$ cat config.mk
export PLATFORM = sky130hd
export DESIGN_NAME = display_scan_ctrl
export DESIGN_NICKNAME = d
export VERILOG_FILES = /design/src/rtl/display_scan_ctrl_pkg.sv /design/src/rtl/display_scan_ctrl_seven_segment.sv /design/src/rtl/display_scan_ctrl.sv
export SDC_FILE = /design/constraint.sdc
export NUM_CORES = 1
export LEC_CHECK = 0
export BUFFER_PORTS_ARGS = -buffer_cell sky130_fd_sc_hd__buf_2
export CAP_MARGIN = 20
export CORE_MARGIN = 5
export CORE_UTILIZATION = 58
export CTS_BUF_LIST = sky130_fd_sc_hd__clkbuf_16
export DETAILED_ROUTE_END_ITERATION = 10
export PLACE_DENSITY = 0.85
export SLEW_MARGIN = 10
export SYNTH_ARGS = -nofsm -noshare
export SYNTH_HDL_FRONTEND = slang
export SYNTH_SLANG_ARGS = --single-unit
$ cat constraint.sdc
create_clock -name clk -period 4.1 [get_ports clk]
set_input_delay 0.41 -clock clk [delete_from_list [all_inputs] [get_ports clk]]
set_output_delay 0.41 -clock clk [all_outputs]
set_load 0.05 [all_outputs]
$ cat src/rtl/display_scan_ctrl_pkg.sv
// ============================================================================
//  Module      : display_scan_ctrl_pkg
//  Description : Shared constants and helpers for the 4-digit display scanner.
//  Revision    : 1.0  initial release
// ============================================================================
`default_nettype none

package display_scan_ctrl_pkg;

    localparam logic [7:0] SEG_BLANK  = 8'hFF;   // all segments and dp off (active-low)
    localparam logic [3:0] AN_OFF     = 4'b1111; // all anodes off (active-low)
    localparam int         NUM_DIGITS = 4;

    // Counter width for a modulus; never narrower than one bit.
    function automatic int cnt_width(input int div);
        return (div > 1) ? $clog2(div) : 1;
    endfunction

endpackage

`default_nettype wire

$ cat src/rtl/display_scan_ctrl_seven_segment.sv
// ============================================================================
//  Module      : seven_segment
//  Description : BCD nibble to common-anode 7-segment pattern {dp,g..a},
//                active-low. dp is always off here; 10..15 decode to blank.
//  Revision    : 1.0  initial release
// ============================================================================
`default_nettype none

module seven_segment
    import display_scan_ctrl_pkg::*;
(
    input  logic [3:0] digit,
    output logic [7:0] seg
);

    // Pure lookup; anything outside 0..9 shows nothing.
    always_comb begin
        seg = SEG_BLANK;
        case (digit)
            4'd0:    seg = 8'hC0;
            4'd1:    seg = 8'hF9;
            4'd2:    seg = 8'hA4;
            4'd3:    seg = 8'hB0;
            4'd4:    seg = 8'h99;
            4'd5:    seg = 8'h92;
            4'd6:    seg = 8'h82;
            4'd7:    seg = 8'hF8;
            4'd8:    seg = 8'h80;
            4'd9:    seg = 8'h90;
            default: seg = SEG_BLANK;
        endcase
    end

endmodule

`default_nettype wire

$ cat src/rtl/display_scan_ctrl.sv
// ============================================================================
//  Module      : display_scan_ctrl
//  Description : Time-multiplexes four BCD digits onto a common-anode 4-digit
//                7-segment display through one shared decoder. Digit value,
//                dp and blink bit are captured at each slot boundary so seg
//                and an always belong to the same slot.
//  Config      : SEG_BLINK_EN - builds the blink counter/phase; without it
//                blink_mask is ignored and only enable blanks.
//  Revision    : 1.0  initial release
// ============================================================================
`default_nettype none

module display_scan_ctrl
    import display_scan_ctrl_pkg::*;
#(
    parameter int REFRESH_DIV = 100000,
    parameter int BLINK_DIV   = 128
) (
    input  logic        clk,
    input  logic        rst,
    input  logic        enable,
    input  logic [15:0] digits,
    input  logic [3:0]  dp_mask,
    input  logic [3:0]  blink_mask,
    output logic [7:0]  seg,
    output logic [3:0]  an,
    output logic [1:0]  scan_idx
);

    localparam int              c_SW        = cnt_width(REFRESH_DIV);
    localparam logic [c_SW-1:0] c_SLOT_LAST = c_SW'(REFRESH_DIV - 1);

    logic [c_SW-1:0] r_slot_cnt;
    logic            w_tick;
    logic            r_started;   // set once the first slot has been captured
    logic [1:0]      r_scan_idx;
    logic [1:0]      w_next_idx;
    logic [3:0]      r_nib;
    logic            r_dp;
    logic [7:0]      w_dec;
    logic            w_blank;

    assign w_tick     = (r_slot_cnt == c_SLOT_LAST);
    // The very first capture after reset shows digit 0 rather than skipping it.
    assign w_next_idx = r_started ? r_scan_idx + 2'd1 : 2'd0;
    assign scan_idx   = r_scan_idx;

    // Slot counter: free-running 0..REFRESH_DIV-1, independent of enable.
    always_ff @(posedge clk or posedge rst) begin
        if (rst)         r_slot_cnt <= '0;
        else if (w_tick) r_slot_cnt <= '0;
        else             r_slot_cnt <= r_slot_cnt + 1'b1;
    end

    // Advance the scan index and capture that digit's nibble and dp at the slot edge.
    always_ff @(posedge clk or posedge rst) begin
        if (rst) begin
            r_started  <= 1'b0;
            r_scan_idx <= 2'd0;
            r_nib      <= 4'd0;
            r_dp       <= 1'b0;
        end else if (w_tick) begin
            r_started  <= 1'b1;
            r_scan_idx <= w_next_idx;
            r_nib      <= digits[{w_next_idx, 2'b00} +: 4];
            r_dp       <= dp_mask[w_next_idx];
        end
    end

`ifdef SEG_BLINK_EN
    localparam int              c_BW         = cnt_width(BLINK_DIV);
    localparam logic [c_BW-1:0] c_BLINK_LAST = c_BW'(BLINK_DIV - 1);

    logic [c_BW-1:0] r_blink_cnt;
    logic            r_blink_on;
    logic            r_blink_bit;

    // Blink timebase counts slot ticks; phase flips each time it wraps.
    always_ff @(posedge clk or posedge rst) begin
        if (rst) begin
            r_blink_cnt <= '0;
            r_blink_on  <= 1'b1;
            r_blink_bit <= 1'b0;
        end else if (w_tick) begin
            r_blink_bit <= blink_mask[w_next_idx];
            if (r_blink_cnt == c_BLINK_LAST) begin
                r_blink_cnt <= '0;
                r_blink_on  <= ~r_blink_on;
            end else begin
                r_blink_cnt <= r_blink_cnt + 1'b1;
            end
        end
    end

    assign w_blank = !r_started || !enable || (r_blink_bit && !r_blink_on);
`else
    logic w_blink_unused;

    assign w_blink_unused = ^{blink_mask, BLINK_DIV[0]};
    assign w_blank        = !r_started || !enable;
`endif

    seven_segment u_dec (
        .digit (r_nib),
        .seg   (w_dec)
    );

    // Register seg and an together from the same captured slot.
    always_ff @(posedge clk or posedge rst) begin
        if (rst) begin
            seg <= SEG_BLANK;
            an  <= AN_OFF;
        end else if (w_blank) begin
            seg <= SEG_BLANK;
            an  <= AN_OFF;
        end else begin
            seg <= {w_dec[7] & ~r_dp, w_dec[6:0]};
            an  <= ~(4'b0001 << r_scan_idx);
        end
    end

endmodule

`default_nettype wire

==> results by group <==
Placed design
  • Port Buf Inserts: 36
  • Detail Placement HPWL: about 2600 um
  • GP Congestion: 0.780

Synth
  • Async SR Flop Fraction: 100%
  • Post-synth EDFFs: 0
  • Largest family of logic cells by synthesized area: simple AND/OR/NAND/NOR gates
  • Mux cell area share after synthesis: 5.92%
  • Adder-cell share of the synthesized area: ~6.6%
  • Xor and xnor area share after synthesis: around 6.4%
  • Post-synthesis instance total: ~190
  • Synth cell types: 28
  • Seq/Total Area, Yosys: 49.5%
  • Simple logic cell fraction of the synthesized area: 19.3%
  • Post-Syn Nets: roughly 220
  • Syn. warnings: 0
  • Syn Area/Cell: between 10 and 15 um2
  • Synthesis-stage register bit count: 37
  • Mapped cell area: 0.00190 mm2
  • Synth Area in Compound Gates: under 10%
  • Top FF cell, synth: dfrtp_1

Clock tree
  • Reg clk slew, reported paths: approximately 0.050 ns
  • Hold bufs inserted after CTS: 0
  • Setup Buffers After CTS: 0
  • Worst-skew pair later-pin latency: about 0.28 ns
  • Post-CTS resize count: 0
  • Sink Count: 37
  • Clk buf depth: 2
  • H-tree levels: 2
  • CTS buffer count: 5
  • CTS tree: yes
  • Root Driver: clkbuf_16

Route
  • Routed WL per cell: 13.5 um
  • # DRC: 0
  • Final wirelength: between 3000 and 4000 um
  • Via density: 5.22
  • DRT Pass-1 Iters: 5
  • ANT nets after route: 0
  • DR iter-0 viols: 70
  • Via count: about 1400

Global routing
  • First-pass GRT wire length: between 6000 and 7000 um
  • GRT Util Overall: between 10% and 20%
  • Initial antenna violation count: 0
  • Grt ovf: 0
  • Largest net degree at the start of global routing: 38
  • Vias in the first global route: between 1000 and 1500

Floorplan
  • Die area: ~0.0045 mm2
  • Initial Util: 61.3%
  • Core area: around 0.0031 mm2
  • I/O Pins: just over 40
  • Die Span Y: a little under 70 um
  • Die W: 67.3 um
  • Row count: 20

Critical path
  • Worst R2R Start: r_slot_cnt[12]$_DFF_PP0_
  • R2R Path End: r_nib[2]$_DFFE_PP0N_
  • Crit-path cells: or4b_4 > nor4_4 > buf_4 > mux2_2
  • R2r setup slk: ~2 ns
  • CP required: ~4.3 ns
  • Worst path slowest cell: or4b_4
  • Endpoint type of the worst setup path: flop
  • Critical Path Fanout Max: 16
  • Worst setup SP type: flop
  • FF-to-FF path depth: 4
  • WP data arrival: 2.24 ns
  • Crit Path Category: flop to flop
  • CP peak stage delay: about 0.56 ns

Cells and area
  • Most common cell after layout, fill and taps aside: buf_2
  • Layout cells sized above 1: a little under a third
  • Post-Route Utilization: between 70% and 80%
  • Area Overhead vs Synth: 19.1%
  • Commonest non-fill, non-tap cells in the layout: buf_2, dfrtp_1, nor2_1
  • # nets final: about 260
  • Ant. Diodes: 0

Timing
  • Unrepaired setup endpoints after global routing: false
  • Final Hold Vio Count: 0
  • Min Tclk post-route: between 2 and 2.5 ns
  • FMAX: approximately 480 MHz
  • Worst-margin pin slew: about 0.5 ns
  • Crit share post-route: between 50% and 60%
  • Skew final: ~0.0028 ns
  • Setup TNS: 0 ns
  • Final setup fails: 0
  • Max Transition Viols Final: 0
  • Max-slew headroom: between 60% and 70%

Power and ir drop
  • Leakage: 1.04 nW
  • Max rail drop VDD: 0.208 mV
  • Pwr Total: about 0.75 mW
  • Power Dens Cells: between 300 and 400 mW/mm2

Job
  • Total of max-cap violations: 0

Run status
  • Status: completed

Min path
  • Worst hold-check path type: input pin to async pin
-- worst max-delay path, delay by kind of cell (launching register included) --
family                 cells  cell delay [ns]
AND/OR/NAND/NOR            2             0.92
flip-flops                 1             0.40
multiplexers               1             0.36
buffers and inverters      1             0.28
-- report_power, final --
| group | internal [mW] | leakage, nW | switching [mW] |
|---|---|---|---|
| clock network | 0.220 | 0.0748 | 0.138 |
| registers | 0.366 | 0.461 | 0 |
| logic | 0.0120 | 0.503 | 0.0123 |
-- how the worst max path moves through the flow --
stage                              from              endpoint  slack, ns  cells after the start
5_1_grt         scan_idx[0]$_DFFE_PP0N_  r_nib[2]$_DFFE_PP0N_       1.88                      6
3_5_place_dp    scan_idx[0]$_DFFE_PP0N_  r_nib[2]$_DFFE_PP0N_       2.02                      6
4_1_cts        r_slot_cnt[12]$_DFF_PP0_  r_nib[2]$_DFFE_PP0N_       2.02                      4
6_report       r_slot_cnt[12]$_DFF_PP0_  r_nib[2]$_DFFE_PP0N_       2.02                      4
3_3_place_gp   r_slot_cnt[12]$_DFF_PP0_  r_nib[2]$_DFFE_PP0N_       2.04                      4
2_1_floorplan   scan_idx[0]$_DFFE_PP0N_      r_dp$_DFFE_PP0N_       1.76                      8
-- routing by layer --
layer  track usage, %  vias up  routed length [um]
li1                 -      716                   -
met1             25.2      645                1720
met2             28.7       36                1620
met3             5.32        8                 221
met4             9.37        0                  75
met5                0        -                   0
-- logic make-up after synthesis --
family / after synthesis
adders and majority gates: 10
DFF: 37
and+or+nand+nor: 67
buffers and inverters: 16
AOI/OAI and AO/OA: 31
muxes: 10
xor gates and xnor gates: 14
-- area by class of cell --
cell class | count | area (um2)
repair buffers | 38 | 195
fillers | 253 | 838
clock inverters | 3 | 13.8
clock buffers | 5 | 125
well taps | 44 | 55.1
multi-input cells | 132 | 897
flip-flops and latches | 37 | 941
inverters | 10 | 37.5
-- cell usage after synthesis, types with 3 or more instances --
| library cell | count | share of area, % |
|---|---|---|
| nand2_1 | 12 | 2.4 |
| nand2b_1 | 3 | 0.99 |
| clkbuf_1 | 3 | 0.59 |
| xor2_1 | 7 | 3.2 |
| nor2b_1 | 7 | 2.3 |
| nand3_1 | 6 | 1.6 |
| dfstp_2 | 12 | 17 |
| ha_1 | 10 | 6.6 |
| mux2_2 | 10 | 5.9 |
| nor4_1 | 3 | 0.99 |
| o21ai_0 | 13 | 3.4 |
| dfrtp_1 | 25 | 33 |
| nand4_1 | 6 | 2.0 |
| a21oi_1 | 11 | 2.9 |
| a22oi_1 | 5 | 2.0 |
| inv_1 | 10 | 2.0 |
| nor2_1 | 18 | 3.6 |
| xnor2_1 | 7 | 3.2 |
-- per-stage QoR --
stage                     hold slack [ns]  setup slack [ns]  area [um2]  cells
after floorplan                     0.368              1.76        1900    185
final                               0.233              2.02        2260    269
after global placement              0.390              2.04        2130    261
after global routing                0.269              1.88        2260    269
after detailed placement            0.396              2.02        2130    261
after CTS                           0.241              2.02        2260    269
-- state kept, by name, summed over array words and instances (netlist names) --
name        count
scan_idx        2
seg             8
r_started       1
r_nib           4
an              4
r_dp            1
r_slot_cnt     17
Note: power is estimated with default switching activity, not from simulation.
